===== src/rtl/window_address_generator.sv =====
// window_address_generator: raster scan of KSIZE x KSIZE window tap addresses over an IMG_W x IMG_H image.
// Optional macro WINDOW_ADDR_FRAME_LOOP_EN: restart at base (0,0) after each frame instead of returning to IDLE.
`default_nettype none

module window_address_generator #(
  parameter int IMG_W  = 125,
  parameter int IMG_H  = 250,
  parameter int KSIZE  = 3,
  parameter int ADDR_W = 15,
  localparam int TW    = (KSIZE > 1) ? $clog2(KSIZE) : 1
) (
  input  logic              clk,
  input  logic              reset,
  input  logic              LOCKED,
  input  logic              start,
  input  logic              addr_ready,
  output logic [ADDR_W-1:0] addr,
  output logic              addr_valid,
  output logic [TW-1:0]     tap_col,
  output logic [TW-1:0]     tap_row,
  output logic              win_last,
  output logic              frame_last,
  output logic              busy,
  output logic              done
);

  localparam int BXW = (IMG_W > 1) ? $clog2(IMG_W) : 1;
  localparam int BYW = (IMG_H > 1) ? $clog2(IMG_H) : 1;

  localparam logic [0:0] c_IDLE = 1'b0;
  localparam logic [0:0] c_RUN  = 1'b1;

  localparam logic [TW-1:0]     c_K_MAX    = TW'(KSIZE - 1);
  localparam logic [BXW-1:0]    c_BX_MAX   = BXW'(IMG_W - KSIZE);
  localparam logic [BYW-1:0]    c_BY_MAX   = BYW'(IMG_H - KSIZE);
  localparam logic [ADDR_W-1:0] c_ROW      = ADDR_W'(IMG_W);
  localparam logic [ADDR_W-1:0] c_BACK     = ADDR_W'((KSIZE - 1) * IMG_W - 1);
  localparam logic [ADDR_W-1:0] c_NEXT_ROW = ADDR_W'(KSIZE);
  localparam logic [ADDR_W-1:0] c_ONE      = ADDR_W'(1);

  logic [0:0]        r_state;
  logic [ADDR_W-1:0] r_addr;
  logic [ADDR_W-1:0] r_base;
  logic [TW-1:0]     r_tc;
  logic [TW-1:0]     r_tr;
  logic [BXW-1:0]    r_bx;
  logic [BYW-1:0]    r_by;
  logic              r_done;

  logic              w_run;
  logic              w_tr_end;
  logic              w_tc_end;
  logic              w_bx_end;
  logic              w_by_end;
  logic              w_win_end;
  logic              w_frame_end;
  logic [ADDR_W-1:0] w_base_next;

  assign w_run       = (r_state == c_RUN);
  assign w_tr_end    = (r_tr == c_K_MAX);
  assign w_tc_end    = (r_tc == c_K_MAX);
  assign w_bx_end    = (r_bx == c_BX_MAX);
  assign w_by_end    = (r_by == c_BY_MAX);
  assign w_win_end   = w_tr_end & w_tc_end;
  assign w_frame_end = w_win_end & w_bx_end & w_by_end;
  // Moving to the next row of windows skips the KSIZE-1 columns the kernel cannot start in.
  assign w_base_next = w_bx_end ? (r_base + c_NEXT_ROW) : (r_base + c_ONE);

  always_ff @(posedge clk or negedge reset) begin
    if (!reset) begin
      r_state <= c_IDLE;
      r_addr  <= '0;
      r_base  <= '0;
      r_tc    <= '0;
      r_tr    <= '0;
      r_bx    <= '0;
      r_by    <= '0;
      r_done  <= 1'b0;
    end else if (LOCKED) begin
      r_done <= 1'b0;
      case (r_state)
        c_IDLE: begin
          if (start) begin
            r_state <= c_RUN;
            r_addr  <= '0;
            r_base  <= '0;
            r_tc    <= '0;
            r_tr    <= '0;
            r_bx    <= '0;
            r_by    <= '0;
          end
        end
        c_RUN: begin
          if (addr_ready) begin
            if (w_frame_end) begin
              r_done <= 1'b1;
              r_addr <= '0;
              r_base <= '0;
              r_tc   <= '0;
              r_tr   <= '0;
              r_bx   <= '0;
              r_by   <= '0;
`ifdef WINDOW_ADDR_FRAME_LOOP_EN
              r_state <= c_RUN;
`else
              r_state <= c_IDLE;
`endif
            end else if (w_tr_end) begin
              r_tr <= '0;
              if (w_tc_end) begin
                r_tc   <= '0;
                r_base <= w_base_next;
                r_addr <= w_base_next;
                if (w_bx_end) begin
                  r_bx <= '0;
                  r_by <= r_by + 1'b1;
                end else begin
                  r_bx <= r_bx + 1'b1;
                end
              end else begin
                // Back to the top row of the window, one column to the right.
                r_tc   <= r_tc + 1'b1;
                r_addr <= r_addr - c_BACK;
              end
            end else begin
              r_tr   <= r_tr + 1'b1;
              r_addr <= r_addr + c_ROW;
            end
          end
        end
        default: r_state <= c_IDLE;
      endcase
    end
  end

  assign addr       = r_addr;
  assign addr_valid = w_run;
  assign busy       = w_run;
  assign tap_col    = r_tc;
  assign tap_row    = r_tr;
  assign win_last   = w_run & w_win_end;
  assign frame_last = w_run & w_frame_end;
  assign done       = r_done;

endmodule

`default_nettype wire


===== config.mk =====
export PLATFORM = sky130hd
export DESIGN_NAME = window_address_generator
export DESIGN_NICKNAME = d
export VERILOG_FILES = /design/src/rtl/window_address_generator.sv
export SDC_FILE = /design/constraint.sdc
export NUM_CORES = 1
export LEC_CHECK = 0
export CAP_MARGIN = 30
export CORE_UTILIZATION = 45
export DETAILED_ROUTE_END_ITERATION = 8
export DONT_BUFFER_PORTS = 1
export PLACE_DENSITY_LB_ADDON = 0.1
export SLEW_MARGIN = 20
export SYNTH_ARGS = -nofsm -noshare
export SYNTH_HDL_FRONTEND = slang
export SYNTH_SLANG_ARGS = --single-unit

===== constraint.sdc =====
create_clock -name clk -period 3.1 [get_ports clk]
set_input_delay 0 -clock clk [delete_from_list [all_inputs] [get_ports clk]]
set_output_delay 0 -clock clk [all_outputs]
set_load 0.05 [all_outputs]

# After elaboration in Yosys (flattened, before gate mapping)
# Index checks and enable logic that the tools add are counted.
# W data, S select, Z words.
[word_totals]
regBits = 51
in_bits = 5
out_inout_bits = 24
wordCells = 78
[classes]
addsub = 8
n_eq_ne = 9
muxes = 43
bitwise_logic = 6
reduce_logical = 4
[ops]
columns = ["op", "n"]
rows = [
  ["$mux W15", 10],
  ["$pmux W15 S2", 2],
  ["$mux W8", 6],
  ["$mux W7", 6],
  ["$mux W2", 8],
  ["$pmux W8 S2", 1],
  ["$add A15 B1 Y15 const B", 1],
  ["$add A15 B2 Y15 const B", 1],
  ["$add A15 B7 Y15 const B", 1],
  ["$sub A15 B8 Y15 const B", 1],
  ["$pmux W7 S2", 1],
  ["$ne A3 B1 Y1 const B", 3],
  ["$add A8 B1 Y8 const B", 1],
  ["$eq A8 B8 Y1 const B", 1],
  ["$pmux W2 S2", 2],
  ["$add A7 B1 Y7 const B", 1],
  ["$eq A7 B7 Y1 const B", 1],
  ["$mux W1", 6],
  ["$reduce_and A6 Y1", 1],
  ["$and A1 B1 Y1", 5],
  ["$reduce_and A5 Y1", 1],
  ["$add A2 B1 Y2 const B", 2],
  ["$eq A2 B2 Y1 const B", 2],
  ["$ne A2 B2 Y1 const B", 2],
  ["4 further kinds", 4],
]

# Depth between registers and ports, before layout
# Gate-level depths: netlist (run 1).
[logic_depth]
ltp_word = 7
ltp_mapped = 12
ltp_nobuf = 11

# Least setup slack after synthesis (run 1)
# No wires, ideal clock.
[synth_timing]
path_kind = "register to register"
start = "reg r_bx[0]"
end = "reg r_addr[3] (netlist: addr[3])"
setup_ns = 0.083
arrival_time_ns = 2.354
t_required_ns = 3.017
slack_ns = 0.664
stages_incl_launch_ff = 12
path_buffers = 0
synth_period_minus_slack_ns = 2.436
path_cell_list = "dfrtp_1 -> inv_1 -> ha_1 -> nand4b_1 -> or2_2 -> inv_1 -> ha_1 -> a21oi_1 -> nor2b_1 -> xnor2_1 -> a221o_1 -> o21ai_0"
[synth_via]
elab_chain_len = 7
word_cells_on_any_way = 9
cone_classes = "eq/ne (1); mux (6); bitwise (2)"
[synth_rtl]
columns = ["item", "line_no", "source"]
rows = [
  ["start: declaration", "46", "logic [BXW-1:0] r_bx;"],
  ["start signal: assignment", "118", "r_bx <= r_bx + 1'b1;"],
  ["$eq A7 B7 Y1 (*)", "62", "assign w_bx_end = (r_bx == c_BX_MAX);"],
  ["$mux W15", "67", "assign w_base_next = w_bx_end ? (r_base + c_NEXT_ROW) : (r_base + c_ONE);"],
  ["$mux W15", "110", "if (w_tc_end) begin"],
  ["$mux W15", "108", "end else if (w_tr_end) begin"],
  ["$mux W15 (*)", "95", "if (w_frame_end) begin"],
  ["$mux W15 (*)", "94", "if (addr_ready) begin"],
  ["$pmux W15 S2 (*)", "81", "case (r_state)"],
  ["end signal: assignment", "113", "r_addr <= w_base_next;"],
  ["end signal: assignment", "123", "r_addr <= r_addr - c_BACK;"],
  ["end signal: assignment", "127", "r_addr <= r_addr + c_ROW;"],
  ["end: declaration", "42", "logic [ADDR_W-1:0] r_addr;"],
]
# Every way passes the cells marked *; elsewhere a longest branch is shown, timed or not. The select of a mux whose other input is x is not followed.
# A chain may end at the register's enable or synchronous reset.

# Worst setup path after layout (run 1)
[layout_timing]
start = "reg r_bx[0]"
end = "reg r_addr[9] (netlist: addr[9])"
# The elaborated chain is that of the path after synthesis.

==> impl_metrics.toml, run 1 <==
[outcome]
status = "completed"

[critical_path]
arrival_ns = 2.99
reg2reg_to = "addr[9]"
path_cells = "inv_1 -> ha_1 -> nand4b_1 -> or2_2 -> inv_1 -> ha_1 -> a21oi_1 -> or3_1 -> xnor2_1 -> o211ai_1 -> o21ai_0"
cp_max_fo = 7
rr_startpoint = "r_bx[0]"
worstPathRequired_ns = 3.31
path_class = "reg -> reg"
crit_path_end_kind = "flip-flop"
path_delay_family = "compound AO/OA/AOI/OAI gates"
worst_path_max_delay_cell = "a21oi_1"
rrSetupSlack_ns = 0.32
reg2reg_depth = 11
critPathBufInv = 2
critPathLaunchType = "flip-flop"
cpPeakStageDelay_ns = 0.44

[floorplanning]
die_h_um = 91.6
core_um2 = 7730
die_x_um = 91.6
core.rowCount = 32
io_pins = 29
die_area_um2 = 8390
initial_core_util_pct = 46.7

[synth]
syn_area_per_cell_um2 = 8.48
ys_seq_area_share_pct = 35.3
synthCells = 426
yosysWarnings = 0
syn-cell-area_um2 = 3610
ys_types = 76
synth_nets = 438
synth_top_area_cell = "dfrtp_1"
yosys_register_bits = 51
ys.flop_type = "dfrtp_1"
yosysTopAreaCellShare_pct = 35.3
synth_async_sr_flop_share_pct = 100
synth-edff-count = 0
yosys-top-cells-area = "dfrtp_1 (35%), o21ai_0 (5.7%), nand2_1 (5.6%), xnor2_1 (4.4%), a21oi_1 (3.3%)"

[clock_tree]
cts_tree = "built"
path_clk_slew_ns = 0.10
h-tree-depth = 2
clk_latency_ns = 0.31
clockBufferDepth = 2
cts.sinks = 51
ctsResizeCount = 0
numCtsBuffers = 5
root_buffer = "clkbuf_8"

[pwr]
power.share.clock_pct = 13.4
p_int_w = 0.00147
p_seq_share_pct = 38.0
ir_drop_mv = 0.225
pwr-share-comb_pct = 48.6
leakagePower_nw = 1.57
net-switching-power_w = 0.00145
p_per_area_nw_per_um2 = 748
swShare_pct = 49.6

[routing]
drc = 0
vias_per_cell = 6.15
drtIter0Drc = 238
first_pass_iters = 5
routed_wl_mm = 9.74
routed-via-count = 3301
antenna_left = 0
wl_per_cell_um = 18.1

[layout]
antenna_cells = 0
nets = 446
drive_above_1_share_pct = 11.7
design_area_um2 = 3900
syn2layout_area_growth_pct = 8.00
nFillCells = 745

[worst_hold_path]
worstHoldStart = "addr_ready"
min-delay-path-class = "in -> reg"
min_path_cells = 3
min_to = "tap_row[1]"

[sta]
skew_ns = 0.0105
fin_setup_tns_ns = 0
finalSetupViolCount = 0
rsz0062_at_grt = "no"
finalCritPeriodShare_pct = 89.6
drv_slew = 0
fmax_ghz = 0.360
fin_crit_ns = 2.78
worst_pin_slew_ns = 0.771
relSlewSlack_pct = 48.6
hold_violations = 0

[flow_run]
maxCapViolCount = 0

[placement]
placed_cell_area_um2 = 3730
hpwl_mm = 6.79
portBuffers = 0
gp_congestion = 0.853

[global_routing]
track_usage_pct = 24.8
grt_pass1_vias = 3115
grt_max_degree = 52
antenna_found_initial = 0
grt_pass1_wl_mm = 16.4
gr-total-overflow = 0
[worst max-delay path by stage]
stage               endpoint  slack (ns)  cells after the start     from
detailed placement   addr[3]        0.41                     11  r_bx[0]
global placement     addr[3]        0.49                     11  r_bx[0]
finish               addr[9]        0.32                     11  r_bx[0]
CTS                  addr[9]        0.32                     11  r_bx[0]
global route         addr[9]       0.004                     11  r_bx[0]
floorplan            addr[3]        0.66                     11  r_bx[0]
[per-stage QoR]
stage               setup slack (ns)  instances  power, W  util (%)  hold WS, ns
finish                         0.322        537   0.00292      50.5       0.0709
global route                 0.00404        537   0.00310      50.5       0.0784
CTS                            0.319        537   0.00292      50.5       0.0683
detailed placement             0.410        522   0.00250      48.3       -0.294
global placement               0.486        522   0.00249      48.3       -0.295
floorplan                      0.664        426   0.00220         -       -0.296
[timing repair]
action / CTS / global route
setup buffers: 0 / 0
hold buffers: 7 / 0
hold endpoints to repair: 56 / 0
[layer usage]
metal | vias to the layer above | part of all wire (%) | GRT usage (%)
li1 | 1596 | - | -
met1 | 1569 | 48 | 36.1
met2 | 121 | 44 | 37.3
met3 | 15 | 6.6 | 4.52
met4 | 0 | 1.8 | 6.75
met5 | - | 0 | 0
[synth_stat cells, types with 2 or more instances]
master,n
mux2i_1,2
buf_1,3
nand3_1,16
nand2b_1,7
xnor2_1,18
o221ai_1,3
nor2_1,23
ha_1,6
o31ai_1,10
o2bb2ai_1,4
a21o_1,2
nor2b_1,4
inv_1,9
and4_1,2
or2_2,2
a22o_1,8
clkbuf_1,17
or4_1,2
xor2_1,7
dfrtp_1,51
or4_4,2
and3_2,2
nand4b_1,2
clkbuf_8,4
nor3_1,12
a211oi_1,3
o41ai_1,2
nand4_1,10
a21oi_1,24
and3_1,8
a31oi_1,4
or3_1,2
a2bb2oi_1,4
o22ai_1,5
o211ai_1,3
buf_2,3
a32o_1,3
nor4_1,5
a221oi_1,2
nand2_1,54
o21ai_0,41
[logic make-up (layout without fill, tap and decap cells)]
group	count (synthesis)	count (layout)	share of synthesized area, %
simple gates	166	166	24.1
compound gates	133	133	24.5
flops	51	51	35.3
buf+inv	41	50	6.44
xor+xnor	25	25	6.06
fa+ha+maj	7	7	2.63
mux	3	3	0.866
[placed cells by master (no fill, tap or decap), drive strengths merged, types with 3 or more instances in the layout]
master	n
dlygate4sd3	6
buf	26
o221ai	3
a211oi	3
nor3	12
o22ai	5
a22o	8
or3	4
a21oi	25
a2bb2oi	4
ha	6
nor2	24
o21ai	43
nand2b	7
and3	10
and4	3
nor4	5
a21o	3
o31ai	10
nand3	16
nor2b	4
nand4	10
o211ai	3
a31oi	4
or4	4
dfrtp	51
xnor2	18
xor2	7
o2bb2ai	4
inv	9
a32o	3
nand2	55
clkbuf	7
[power by group through the flow]
stage	Sequential [W]	Clock, W	Combinational, W
final	0.00111	0.000392	0.00142
after global routing	0.00113	0.000429	0.00154
after CTS	0.00110	0.000404	0.00141
after detailed placement	0.00112	0	0.00138
after global placement	0.00111	0	0.00138
after floorplan	0.00131	0	0.000889
[registers in the layout (all words and copies together), names as in the netlist]
signal      cells
r_by            8
tap_row         2
tap_col         2
r_base         15
addr           15
r_bx            7
done            1
addr_valid      1
[tightest hold or removal path, cell delays in order]
cell	delay [ns]
and3_2	0.22
nand2_1	0.07
o21ai_0	0.06
[final cells by class]
| class | instances | area, um^2 | area share [%] |
|---|---|---|---|
| clock inverter | 1 | 5.00 | 0.128 |
| inverter | 10 | 37.5 | 0.962 |
| timing repair buffer | 32 | 275 | 7.06 |
| clock buffer | 7 | 76.3 | 1.96 |
| tap | 102 | 128 | 3.27 |
| multi-input combinational | 334 | 2100 | 53.9 |
| sequential | 51 | 1280 | 32.7 |
Note: power is estimated with default switching activity, not from simulation.
==> run 2, diff against run 1 <==
REMOVE_ABC_BUFFERS = 1   (was unset)
==> run 2 against run 1 <==
Hold slack better by 0.0027 ns. Register-to-register slack better by 0.06 ns. Critical path depth unchanged. Critical path type unchanged.
==> impl_metrics.toml, run 2 (synthesized netlist as in run 1, its figures left out) <==
[routing]
wl_per_cell_um = 17.7
drc = 0
antenna_left = 0
vias_per_cell = 6.17
drtIter0Drc = 236
first_pass_iters = 5
routed_wl_mm = 9.42
routed-via-count = 3287

[worst_hold_path]
worstHoldStart = "addr_ready"
min-delay-path-class = "in -> reg"
min_path_cells = 3
min_to = "tap_row[1]"

[floorplanning]
io_pins = 29
die_h_um = 91.6
die_x_um = 91.6
die_area_um2 = 8390
core_um2 = 7730
core.rowCount = 32
initial_core_util_pct = 46.7

[clock_tree]
path_clk_slew_ns = 0.11
cts_setup_buffers = 0
cts_hold_buf = 7
cts_tree = "built"
numCtsBuffers = 5
root_buffer = "clkbuf_8"
h-tree-depth = 2
ctsResizeCount = 0
clk_latency_ns = 0.31
cts.sinks = 51
clockBufferDepth = 2

[layout]
final-seq-area_um2 = 1280
mostFrequentLayoutCells = "nand2_1 (54), dfrtp_1 (51), o21ai_0 (41)"
drive_above_1_share_pct = 11.4
nFillCells = 727
finalNonFillerCells = 533
syn2layout_area_growth_pct = 8.17
antenna_cells = 0
multiInputGateArea_um2 = 2100
nets = 442
layout_commonest_cell = "nand2_1"
design_area_um2 = 3910

[critical_path]
path_delay_family = "compound AO/OA/AOI/OAI gates"
worstPathRequired_ns = 3.33
worst_path_max_delay_cell = "dfrtp_1"
crit_path_end_kind = "flip-flop"
rr_startpoint = "r_bx[0]"
critPathBufInv = 2
rrSetupSlack_ns = 0.38
cpPeakStageDelay_ns = 0.44
cp_max_fo = 7
path_cells = "inv_1 -> ha_1 -> nand4b_1 -> or2_2 -> inv_1 -> ha_1 -> a21oi_1 -> nor2b_1 -> xnor2_1 -> a221o_1 -> o21ai_0"
reg2reg_to = "addr[3]"
critPathLaunchType = "flip-flop"
path_class = "reg -> reg"
reg2reg_depth = 11
arrival_ns = 2.95

[global_routing]
grt_max_degree = 52
antenna_found_initial = 0
gr-total-overflow = 0
grt_pass1_vias = 3033
grt_pass1_wl_mm = 15.6
track_usage_pct = 23.5

[flow_run]
maxCapViolCount = 0

[sta]
finalCritPeriodShare_pct = 87.6
hold_violations = 0
skew_ns = 0.0113
relSlewSlack_pct = 42.9
fin_crit_ns = 2.72
fmax_ghz = 0.368
fin_setup_tns_ns = 0
rsz0062_at_grt = "no"
finalSetupViolCount = 0
worst_pin_slew_ns = 0.852
drv_slew = 0

[placement]
gp_congestion = 0.825
dp_cells = 518
portBuffers = 0
placed_cell_area_um2 = 3700
hpwl_mm = 6.60

[pwr]
p_per_area_nw_per_um2 = 762
design_power_total_w = 0.00298
leakagePower_nw = 1.57
ir_drop_mv = 0.271

[outcome]
status = "completed"
-- run 2: layout make-up --
class	instances	share of cell area, %
multi-input combinational	334	53.8
sequential	51	32.7
timing repair buffer	28	6.28
tap	102	3.27
clock buffer	6	2.11
inverter	10	0.961
clock inverter	2	0.897
-- run 2: how the worst max path moves through the flow --
stage | from | to | slack (ns) | cells after the start
2_1_floorplan | addr_valid | r_base[5] | 0.26 | 4
3_3_place_gp | r_bx[0] | addr[3] | 0.49 | 11
3_5_place_dp | r_bx[0] | addr[3] | 0.40 | 11
4_1_cts | r_bx[0] | addr[3] | 0.38 | 11
5_1_grt | r_bx[0] | addr[7] | 0.06 | 11
6_report | r_bx[0] | addr[3] | 0.38 | 11
-- run 2: through the flow --
| stage | worst slack [ns] | utilization (%) | hold slack [ns] |
|---|---|---|---|
| after floorplan | 0.260 | - | -0.296 |
| after global placement | 0.486 | 47.9 | -0.295 |
| after detailed placement | 0.399 | 47.9 | -0.294 |
| after CTS | 0.377 | 50.6 | 0.0643 |
| after global routing | 0.0573 | 50.6 | 0.0966 |
| final | 0.383 | 50.6 | 0.0736 |
-- run 2: metal layers --
metal,track usage [%],share of wire (%),vias to the layer above
met2,35.2,45,124
li1,-,-,1578
met3,3.52,6.3,8
met5,0,0,-
met4,6.75,1.1,0
met1,34.7,48,1577
-- run 2: report_power, final --
| part | internal (W) | leakage [nW] | switching [W] |
|---|---|---|---|
| combinational | 0.000503 | 0.867 | 0.000826 |
| sequential | 0.000786 | 0.646 | 0.000366 |
| clock | 0.000262 | 0.0612 | 0.000235 |
| total | 0.00155 | 1.57 | 0.00143 |
-- run 2: worst reg2reg max path, stage by stage, from the launching register on --
cell	delay, ns
dfrtp_1	0.44
inv_1	0.07
ha_1	0.13
nand4b_1	0.15
or2_2	0.34
inv_1	0.10
ha_1	0.23
a21oi_1	0.41
nor2b_1	0.13
xnor2_1	0.17
a221o_1	0.35
o21ai_0	0.13
==> run 3, diff against run 2 <==
RECOVER_POWER = 100   (was unset)
==> run 3 against run 2 <==
The flow now finishes with violations (max-capacitance violations, max-slew violations). Final cell count stayed put. Count of clock-buffer cells in the layout is the same. Sequential share of layout area rose by 0.71 points. Core utilization is 1.1 points lower. Critical path depth shrank 7. Via count decreased by 1.0%. Combinational power is 5% lower. Sequential cell count did not move. Register-to-register slack worse by 0.13 ns. Clock skew is 0.00085 ns lower. Wire length increased by 0.22%. Critical path type unchanged. Critical endpoint is now r_by[4]. Largest power group unchanged.
==> impl_metrics.toml, run 3 (synthesized netlist as in run 1, its figures left out) <==
[sta]
fmax_ghz = 0.351
fin_crit_ns = 2.85
finalCritPeriodShare_pct = 91.9
drv_slew = 61
finalSetupViolCount = 0
fin_setup_tns_ns = 0
skew_ns = 0.0104
hold_violations = 0
relSlewSlack_pct = -57.3
worst_pin_slew_ns = 2.36
rsz0062_at_grt = "no"

[routing]
routed-via-count = 3253
drc = 0
antenna_left = 0
wl_per_cell_um = 17.7
vias_per_cell = 6.10
drtIter0Drc = 199
first_pass_iters = 5
routed_wl_mm = 9.44

[critical_path]
arrival_ns = 3.03
cp_max_fo = 10
crit_path_end_kind = "flip-flop"
worstPathRequired_ns = 3.28
path_class = "reg -> reg"
critPathLaunchType = "flip-flop"

[clock_tree]
path_clk_slew_ns = 0.10
cts_setup_buffers = 0
numCtsBuffers = 5
cts_tree = "built"
clockBufferDepth = 2
clk_latency_ns = 0.31
cts_hold_buf = 7
ctsResizeCount = 0
root_buffer = "clkbuf_8"
h-tree-depth = 2
cts.sinks = 51

[pwr]
design_power_total_w = 0.00291
p_per_area_nw_per_um2 = 761
leakagePower_nw = 1.51
ir_drop_mv = 0.271

[floorplanning]
die_area_um2 = 8390
die_x_um = 91.6
core.rowCount = 32
initial_core_util_pct = 46.7
io_pins = 29
core_um2 = 7730
die_h_um = 91.6

[placement]
gp_congestion = 0.825
hpwl_mm = 6.60
portBuffers = 0
dp_cells = 518

[global_routing]
grt_max_degree = 52
gr-total-overflow = 0
track_usage_pct = 23.5
grt_pass1_wl_mm = 15.6
antenna_found_initial = 0
grt_pass1_vias = 3033

[layout]
syn2layout_area_growth_pct = 5.89
antenna_cells = 0
layout_commonest_cell = "nand2_1"
nets = 442
mostFrequentLayoutCells = "nand2_1 (55), dfrtp_1 (51), o21ai_0 (41)"
drive_above_1_share_pct = 6.50
finalNonFillerCells = 533

[worst_hold_path]
min-delay-path-class = "in -> reg"

[outcome]
violations = "max-capacitance violations, max-slew violations"
status = "finished with violations"

[flow_run]
maxCapViolCount = 2
==> run 3: worst max-delay path, stage by stage, from the launching register on <==
cell      delay [ns]
dfrtp_1         0.43
clkbuf_1        1.18
a21oi_1         0.60
nand2_1         0.37
o211ai_1        0.13
==> run 3: cell type report <==
cell class / count / area [um^2]
multi-input cells: 334 / 2100
well taps: 102 / 128
clock buffers: 6 / 82.6
flip-flops and latches: 51 / 1280
fillers: 748 / 3900
clock inverters: 2 / 35.0
repair buffers: 28 / 170
inverters: 10 / 37.5
==> run 3: per-stage QoR <==
| stage | hold slack, ns | instance area, um^2 | setup slack [ns] | utilization (%) |
|---|---|---|---|---|
| final | 0.0761 | 3820 | 0.251 | 49.5 |
| after detailed placement | -0.294 | 3700 | 0.399 | 47.9 |
| after CTS | 0.0643 | 3910 | 0.377 | 50.6 |
| after floorplan | -0.296 | 3420 | 0.260 | - |
| after global routing | 0.0966 | 3820 | 0.0566 | 49.5 |
| after global placement | -0.295 | 3700 | 0.486 | 47.9 |
==> run 3: path summary, 6_finish.rpt <==
| path | startpoint | endpoint | slack [ns] | cells after the start |
|---|---|---|---|---|
| worst max-delay path | addr_valid | r_by[4] | 0.25 | 4 |
| worst min register to register | r_bx[3] | r_bx[3] | 0.55 | 1 |
| min in group asynchronous | reset | tap_row[1] | 1.06 | 2 |
| worst max register to register | addr_valid | r_by[4] | 0.25 | 4 |
| max in group asynchronous | reset | r_by[2] | 0.68 | 2 |
| worst min-delay path | addr_ready | tap_row[1] | 0.08 | 3 |
==> run 3: routing by layer <==
| layer | track usage [%] | wire, um | vias up |
|---|---|---|---|
| li1 | - | - | 1576 |
| met1 | 34.7 | 4650 | 1557 |
| met2 | 35.2 | 4210 | 110 |
| met3 | 3.52 | 470 | 10 |
| met4 | 6.75 | 109 | 0 |
| met5 | 0 | 0 | - |
==> run 3: power breakdown <==
part | total, W | internal [W] | leakage (nW) | switching [W]
registers | 0.00115 | 0.000786 | 0.646 | 0.000364
clock network | 0.000496 | 0.000262 | 0.0612 | 0.000234
logic | 0.00126 | 0.000438 | 0.806 | 0.000826
total | 0.00291 | 0.00149 | 1.51 | 0.00142
